--- src/rtl/uart_pkg.sv ---
// Shared UART definitions: transmitter state encoding and bit-period arithmetic.
package uart_pkg;

    typedef enum logic [1:0] {
        IDLE,
        START,
        DATA,
        STOP
    } uart_tx_state_t;

    // Integer truncation is intended; the residual rate error is the caller's concern.
    function automatic int calc_clks_per_bit(input int clk_freq, input int baud_rate);
        return clk_freq / baud_rate;
    endfunction

endpackage

--- src/rtl/uart_if.sv ---
// Single-wire UART line shared between the TX and RX sides of the board.
interface uart_if #(
    parameter int DATA_WIDTH = 8
);
    logic sig;

    modport tx (output sig);
    modport rx (input sig);
endinterface

--- src/rtl/uart_baud_tick.sv ---
// Bit-period timer: pulses bit_done on the last cycle of every CLKS_PER_BIT-cycle bit.
module uart_baud_tick #(
    parameter int CLKS_PER_BIT = 868
) (
    input  logic clk,
    input  logic rst,
    input  logic en,
    output logic bit_done
);
    localparam int CNT_W = $clog2(CLKS_PER_BIT);
    localparam logic [CNT_W-1:0] LAST = CNT_W'(CLKS_PER_BIT - 1);

    logic [CNT_W-1:0] cnt_q;
    logic [CNT_W-1:0] cnt_d;

    always_comb begin
        bit_done = en && (cnt_q == LAST);
        cnt_d    = cnt_q + CNT_W'(1);
        if (!en || bit_done) begin
            cnt_d = '0;
        end
    end

    always_ff @(posedge clk) begin
        if (rst) begin
            cnt_q <= '0;
        end else begin
            cnt_q <= cnt_d;
        end
    end
endmodule

--- src/rtl/uart_tx_frame_sender.sv ---
// UART transmitter: takes one word over valid/ready and sends it as start, LSB-first data, stop.
module uart_tx_frame_sender
    import uart_pkg::*;
#(
    parameter int DATA_WIDTH = 8,
    parameter int BAUD_RATE  = 115200,
    parameter int CLK_FREQ   = 100_000_000
) (
    input  logic                  clk,
    input  logic                  rst,
    input  logic [DATA_WIDTH-1:0] data_from_sensor,
    input  logic                  valid_from_sensor,
    output logic                  ready_to_sensor,
    uart_if.tx                    txif
);
    localparam int CLKS_PER_BIT = calc_clks_per_bit(CLK_FREQ, BAUD_RATE);
    localparam int IDX_W        = (DATA_WIDTH > 1) ? $clog2(DATA_WIDTH) : 1;
    localparam logic [IDX_W-1:0] LAST_IDX = IDX_W'(DATA_WIDTH - 1);

    generate
        if (CLKS_PER_BIT < 2) begin : g_bad_rate
            $error("uart_tx_frame_sender: CLK_FREQ/BAUD_RATE must be at least 2");
        end
    endgenerate

    uart_tx_state_t        state_q, state_d;
    logic [DATA_WIDTH-1:0] shreg_q, shreg_d;
    logic [IDX_W-1:0]      idx_q, idx_d;
    logic                  sig_q, sig_d;
    logic                  ready_q, ready_d;
    logic                  bit_done;

    uart_baud_tick #(
        .CLKS_PER_BIT (CLKS_PER_BIT)
    ) u_baud_tick (
        .clk      (clk),
        .rst      (rst),
        .en       (state_q != IDLE),
        .bit_done (bit_done)
    );

    always_comb begin
        state_d = state_q;
        shreg_d = shreg_q;
        idx_d   = idx_q;
        case (state_q)
            IDLE: begin
                if (valid_from_sensor && ready_q) begin
                    state_d = START;
                    shreg_d = data_from_sensor;
                    idx_d   = '0;
                end
            end
            START: begin
                if (bit_done) begin
                    state_d = DATA;
                end
            end
            DATA: begin
                if (bit_done) begin
                    shreg_d = shreg_q >> 1;
                    if (idx_q == LAST_IDX) begin
                        state_d = STOP;
                    end else begin
                        idx_d = idx_q + IDX_W'(1);
                    end
                end
            end
            STOP: begin
                if (bit_done) begin
                    state_d = IDLE;
                end
            end
            default: state_d = IDLE;
        endcase

        // Outputs are decoded from the next state so the line flops switch on the bit boundary itself.
        sig_d = 1'b1;
        case (state_d)
            START:   sig_d = 1'b0;
            DATA:    sig_d = shreg_d[0];
            default: sig_d = 1'b1;
        endcase
        ready_d = (state_d == IDLE);
    end

    always_ff @(posedge clk) begin
        if (rst) begin
            state_q <= IDLE;
            shreg_q <= '0;
            idx_q   <= '0;
            sig_q   <= 1'b1;
            ready_q <= 1'b1;
        end else begin
            state_q <= state_d;
            shreg_q <= shreg_d;
            idx_q   <= idx_d;
            sig_q   <= sig_d;
            ready_q <= ready_d;
        end
    end

    assign txif.sig        = sig_q;
    assign ready_to_sensor = ready_q;
endmodule

--- src/flat_wrapper.sv ---
// flat-port wrapper written by rule: the top's interface ports become plain ports
module uart_tx_frame_sender_flat import uart_pkg::*;
#(
    parameter int DATA_WIDTH = 8,
    parameter int BAUD_RATE  = 115200,
    parameter int CLK_FREQ   = 100_000_000
)
  (clk, rst, data_from_sensor, valid_from_sensor, ready_to_sensor, txif_sig);
  uart_if #(.DATA_WIDTH(DATA_WIDTH)) txif_i ();
  input  logic clk;
  input  logic rst;
  input  logic [DATA_WIDTH-1:0] data_from_sensor;
  input  logic valid_from_sensor;
  output logic ready_to_sensor;
  output wire logic [$bits(txif_i.sig)-1:0] txif_sig;
  assign txif_sig = txif_i.sig;
  uart_tx_frame_sender #(.DATA_WIDTH(DATA_WIDTH), .BAUD_RATE(BAUD_RATE), .CLK_FREQ(CLK_FREQ)) u_core (.clk(clk), .rst(rst), .data_from_sensor(data_from_sensor), .valid_from_sensor(valid_from_sensor), .ready_to_sensor(ready_to_sensor), .txif(txif_i));
endmodule
--- config.mk ---
export PLATFORM = sky130hd
export DESIGN_NAME = uart_tx_frame_sender_flat
export DESIGN_NICKNAME = d
export VERILOG_FILES = /design/src/rtl/uart_pkg.sv /design/src/rtl/uart_if.sv /design/src/rtl/uart_baud_tick.sv /design/src/rtl/uart_tx_frame_sender.sv /design/src/flat_wrapper.sv
export SDC_FILE = /design/constraint.sdc
export NUM_CORES = 1
export LEC_CHECK = 0
export ABC_AREA = 1
export BUFFER_PORTS_ARGS = -buffer_cell sky130_fd_sc_hd__buf_2
export CORE_MARGIN = 2
export CORE_UTILIZATION = 60
export DETAILED_ROUTE_END_ITERATION = 12
export PLACE_DENSITY_LB_ADDON = 0.08
export SYNTH_ARGS = -nofsm -noshare
export SYNTH_HDL_FRONTEND = slang
export SYNTH_SLANG_ARGS = --single-unit
--- constraint.sdc ---
create_clock -name clk -period 3.1 [get_ports clk]
set_input_delay 0.31 -clock clk [delete_from_list [all_inputs] [get_ports clk]]
set_output_delay 0.31 -clock clk [all_outputs]
set_load 0.03 [all_outputs]
==> impl_results.md <==
- Crit path kind: reg -> reg
- Fin worst setup slack: 1.535 ns
- Slew margin rel.: 74.77%
- Row count: 16
- Final Cycle Share: 50.49%
- Worst slew pin tran: ~0.38 ns
- Combinational Power Share: 11.5%
- Die height: 49.37 um
- Fin util: between 60 and 70%
- Drt total wl: about 2.3 mm
- Vias in the first global route: between 900 and 1k
- Pwr Total: roughly 0.00055 W
- Final setup viols: 0
- Min Tclk post-route: approximately 1.6 ns
- Unique masters post-synth: 28
- Clk slew on worst S/H paths: 0.13 ns
- Global route total overflow: 0
- Worst hold slack: roughly 0.24 ns
- Leakage: between 0.5 and 0.6 nW
- Worst-skew pair later-pin latency: 0.31 ns
- # port buffers: 12
- Sequential share of the synthesized area: between 40% and 50%
- First-pass DRT Iterations: 4
- Total GRT Usage: ~22%
- I/O pin cnt: 13
- Core Region: 1942 um^2
- Postcts setup bufs: 0
- NetSw: 0.0001416 W
- Clk buf depth: 2
- Post-synthesis sequential element count: 25
- Mapped cell area: 1235 um^2
- Max-cap viol count: 0
- Sw Ratio: ~26%
- YS warnings: 0
- Setup Slack @ Placement: between 1.5 and 2 ns
- RSZ-0062 raised after global routing: false
- Share of cells above drive strength 1: a little over a quarter
- Synth Instances: between 150 and 200
- Clk pwr share: about a quarter
- Post-synth top area cell: dfxtp_1
- PD cells: a little over 400 nW/um^2
- Arr. time, crit path: 1.78 ns
- DP HPWL: about 1.8 mm
- Final #Nets: between 150 and 200
- Vias post-DR: around 1.0k
- Post-route setup TNS: 0 ns
- Critical Path RT: ~3.3 ns
- Clk root buf: clkbuf_4
- Starting DRT DRC Count: 31
- DRT antenna net count: 0
- Post-CTS Hold Fix Bufs: 0
- Top cells by area, synth: dfxtp_1 (41%), nand2_1 (9.1%), a21oi_1 (4.9%), nand3_2 (4.9%), a22oi_1 (3.6%)
- CTS tree: yes
- Final Hold Vio Count: 0
- Post-DR vias/cell: roughly 5.3
- Inserted Diodes: 0
- Post-CTS sizing: 0
- H-tree Lvls: 1
- Status: complete, no violations
- DRC errors left: 0
- DR WL/cell: between 10 and 15 um
- Final Max Slew Viols: 0
- Seq pwr share: between 60% and 70%
- Num CTS Buffers: 3
- P&R area growth vs syn: 9.524%
- Fmax achieved: 0.6390 GHz
- Die Wd: between 40 and 50 um
- Initial Utilization: a little under two thirds
- Synth Net Count: 168
- Die area: 2437 um^2
- Syn Area/Cell: around 8 um^2
- Largest net degree at the start of global routing: 15
- Most common cell after layout, fill and taps aside: nand2_1
- Fill count: 170
- Worst VDD drop: 0.3125 mV
- Post-synth top area share: between 40% and 50%
- Startpoint type of the worst setup path: flop
- CP endpoint kind: flop
- Crit-path max FO: 4
- Initial antenna violation count: 0
- Clock Skew: 0.002463 ns
- Cell internal pwr: roughly 0.0004 W
- Most frequent cells in the layout: nand2_1 (30), dfxtp_1 (25), a21oi_1 (12), buf_2 (12), nor2_1 (11)
- First-pass GRT wire length: 4.126 mm
- Hold crit path type: in -> reg
- GP Congestion: approximately 0.89
- Clk sinks: 25
state kept, by name (all words and copies together), names as in the netlist:
name	cells
u_core.txif.sig	1
u_core.state_q	2
u_core.shreg_q	8
u_core.ready_to_sensor	1
u_core.idx_q	3
u_core.u_baud_tick.cnt_q	10
power groups by stage:
stage / combinational [W] / clock, W / sequential, W
after floorplan: 0.0000406 / 0 / 0.000355
after global placement: 0.0000604 / 0 / 0.000352
after detailed placement: 0.0000635 / 0 / 0.000352
after CTS: 0.0000637 / 0.000147 / 0.000345
after global routing: 0.0000727 / 0.000159 / 0.000347
final: 0.0000631 / 0.000141 / 0.000345
metrics by stage:
step                      instance area, um^2  instances
final                                    1353        196
after global routing                     1353        196
after CTS                                1353        196
after detailed placement                 1325        192
after global placement                   1325        192
after floorplan                          1235        154
worst max-delay path, cell delays in order, from the launching register on:
cell	delay [ns]
dfxtp_1	0.40
ha_1	0.18
inv_1	0.09
nor2_4	0.15
nand2_1	0.08
nor2_2	0.13
nand4_1	0.12
nand3_2	0.12
nand2_1	0.05
nand2_1	0.07
nand3_2	0.06
final cells by class:
cell class	instances	area, um^2	area share, %
flip-flops and latches	25	500.5	37.00
inverters	19	73.82	5.458
repair buffers	12	60.06	4.440
clock buffers	3	22.52	1.665
clock inverters	1	5.005	0.3700
well taps	27	33.78	2.498
multi-input cells	109	656.9	48.57
synthesized netlist by cell type:
cell      count
xor2_1        2
nand3_2       6
o21ai_2       1
o211ai_1      1
inv_2         7
o21a_1        1
nand3_1       6
o21ai_1       3
inv_1        10
a21oi_1      12
dfxtp_1      25
nand4_4       1
o21ai_0       1
clkinv_2      2
nor2_1       11
ha_1          3
a22oi_1       6
nor3_1        3
a31oi_1       2
clkbuf_1      1
nor2_8        1
nor2_2        3
nand2_1      30
nand4_1       5
nor3b_1       2
nor3_2        1
nand2_2       5
nor2_4        3
worst paths after layout:
kind / startpoint / end / slack, ns / cells past startpoint
min reg2reg: u_core.shreg_q[5] / u_core.shreg_q[5] / 0.47 / 2
max: u_core.u_baud_tick.cnt_q[0] / u_core.txif.sig / 1.53 / 10
min: data_from_sensor[7] / u_core.shreg_q[7] / 0.24 / 3
max reg2reg: u_core.u_baud_tick.cnt_q[0] / u_core.txif.sig / 1.53 / 10
metal layers:
layer	track usage, %	vias up	routed length, um	part of all wire [%]
li1	-	544	-	-
met1	25.97	482	1072	47
met2	37.61	15	1120	49
met3	4.908	4	55	2.4
met4	9.048	0	25	1.1
met5	0	-	0	0
kinds of logic after synthesis:
| kind of cell | share of synthesized area, % |
|---|---|
| adders and majority gates | 3.040 |
| xor gates and xnor gates | 1.419 |
| and+or+nand+nor | 35.66 |
| DFF | 40.53 |
| AOI/OAI and AO/OA | 13.07 |
| buffers and inverters | 6.282 |
No activity file was read; power rests on OpenSTA's default activity.
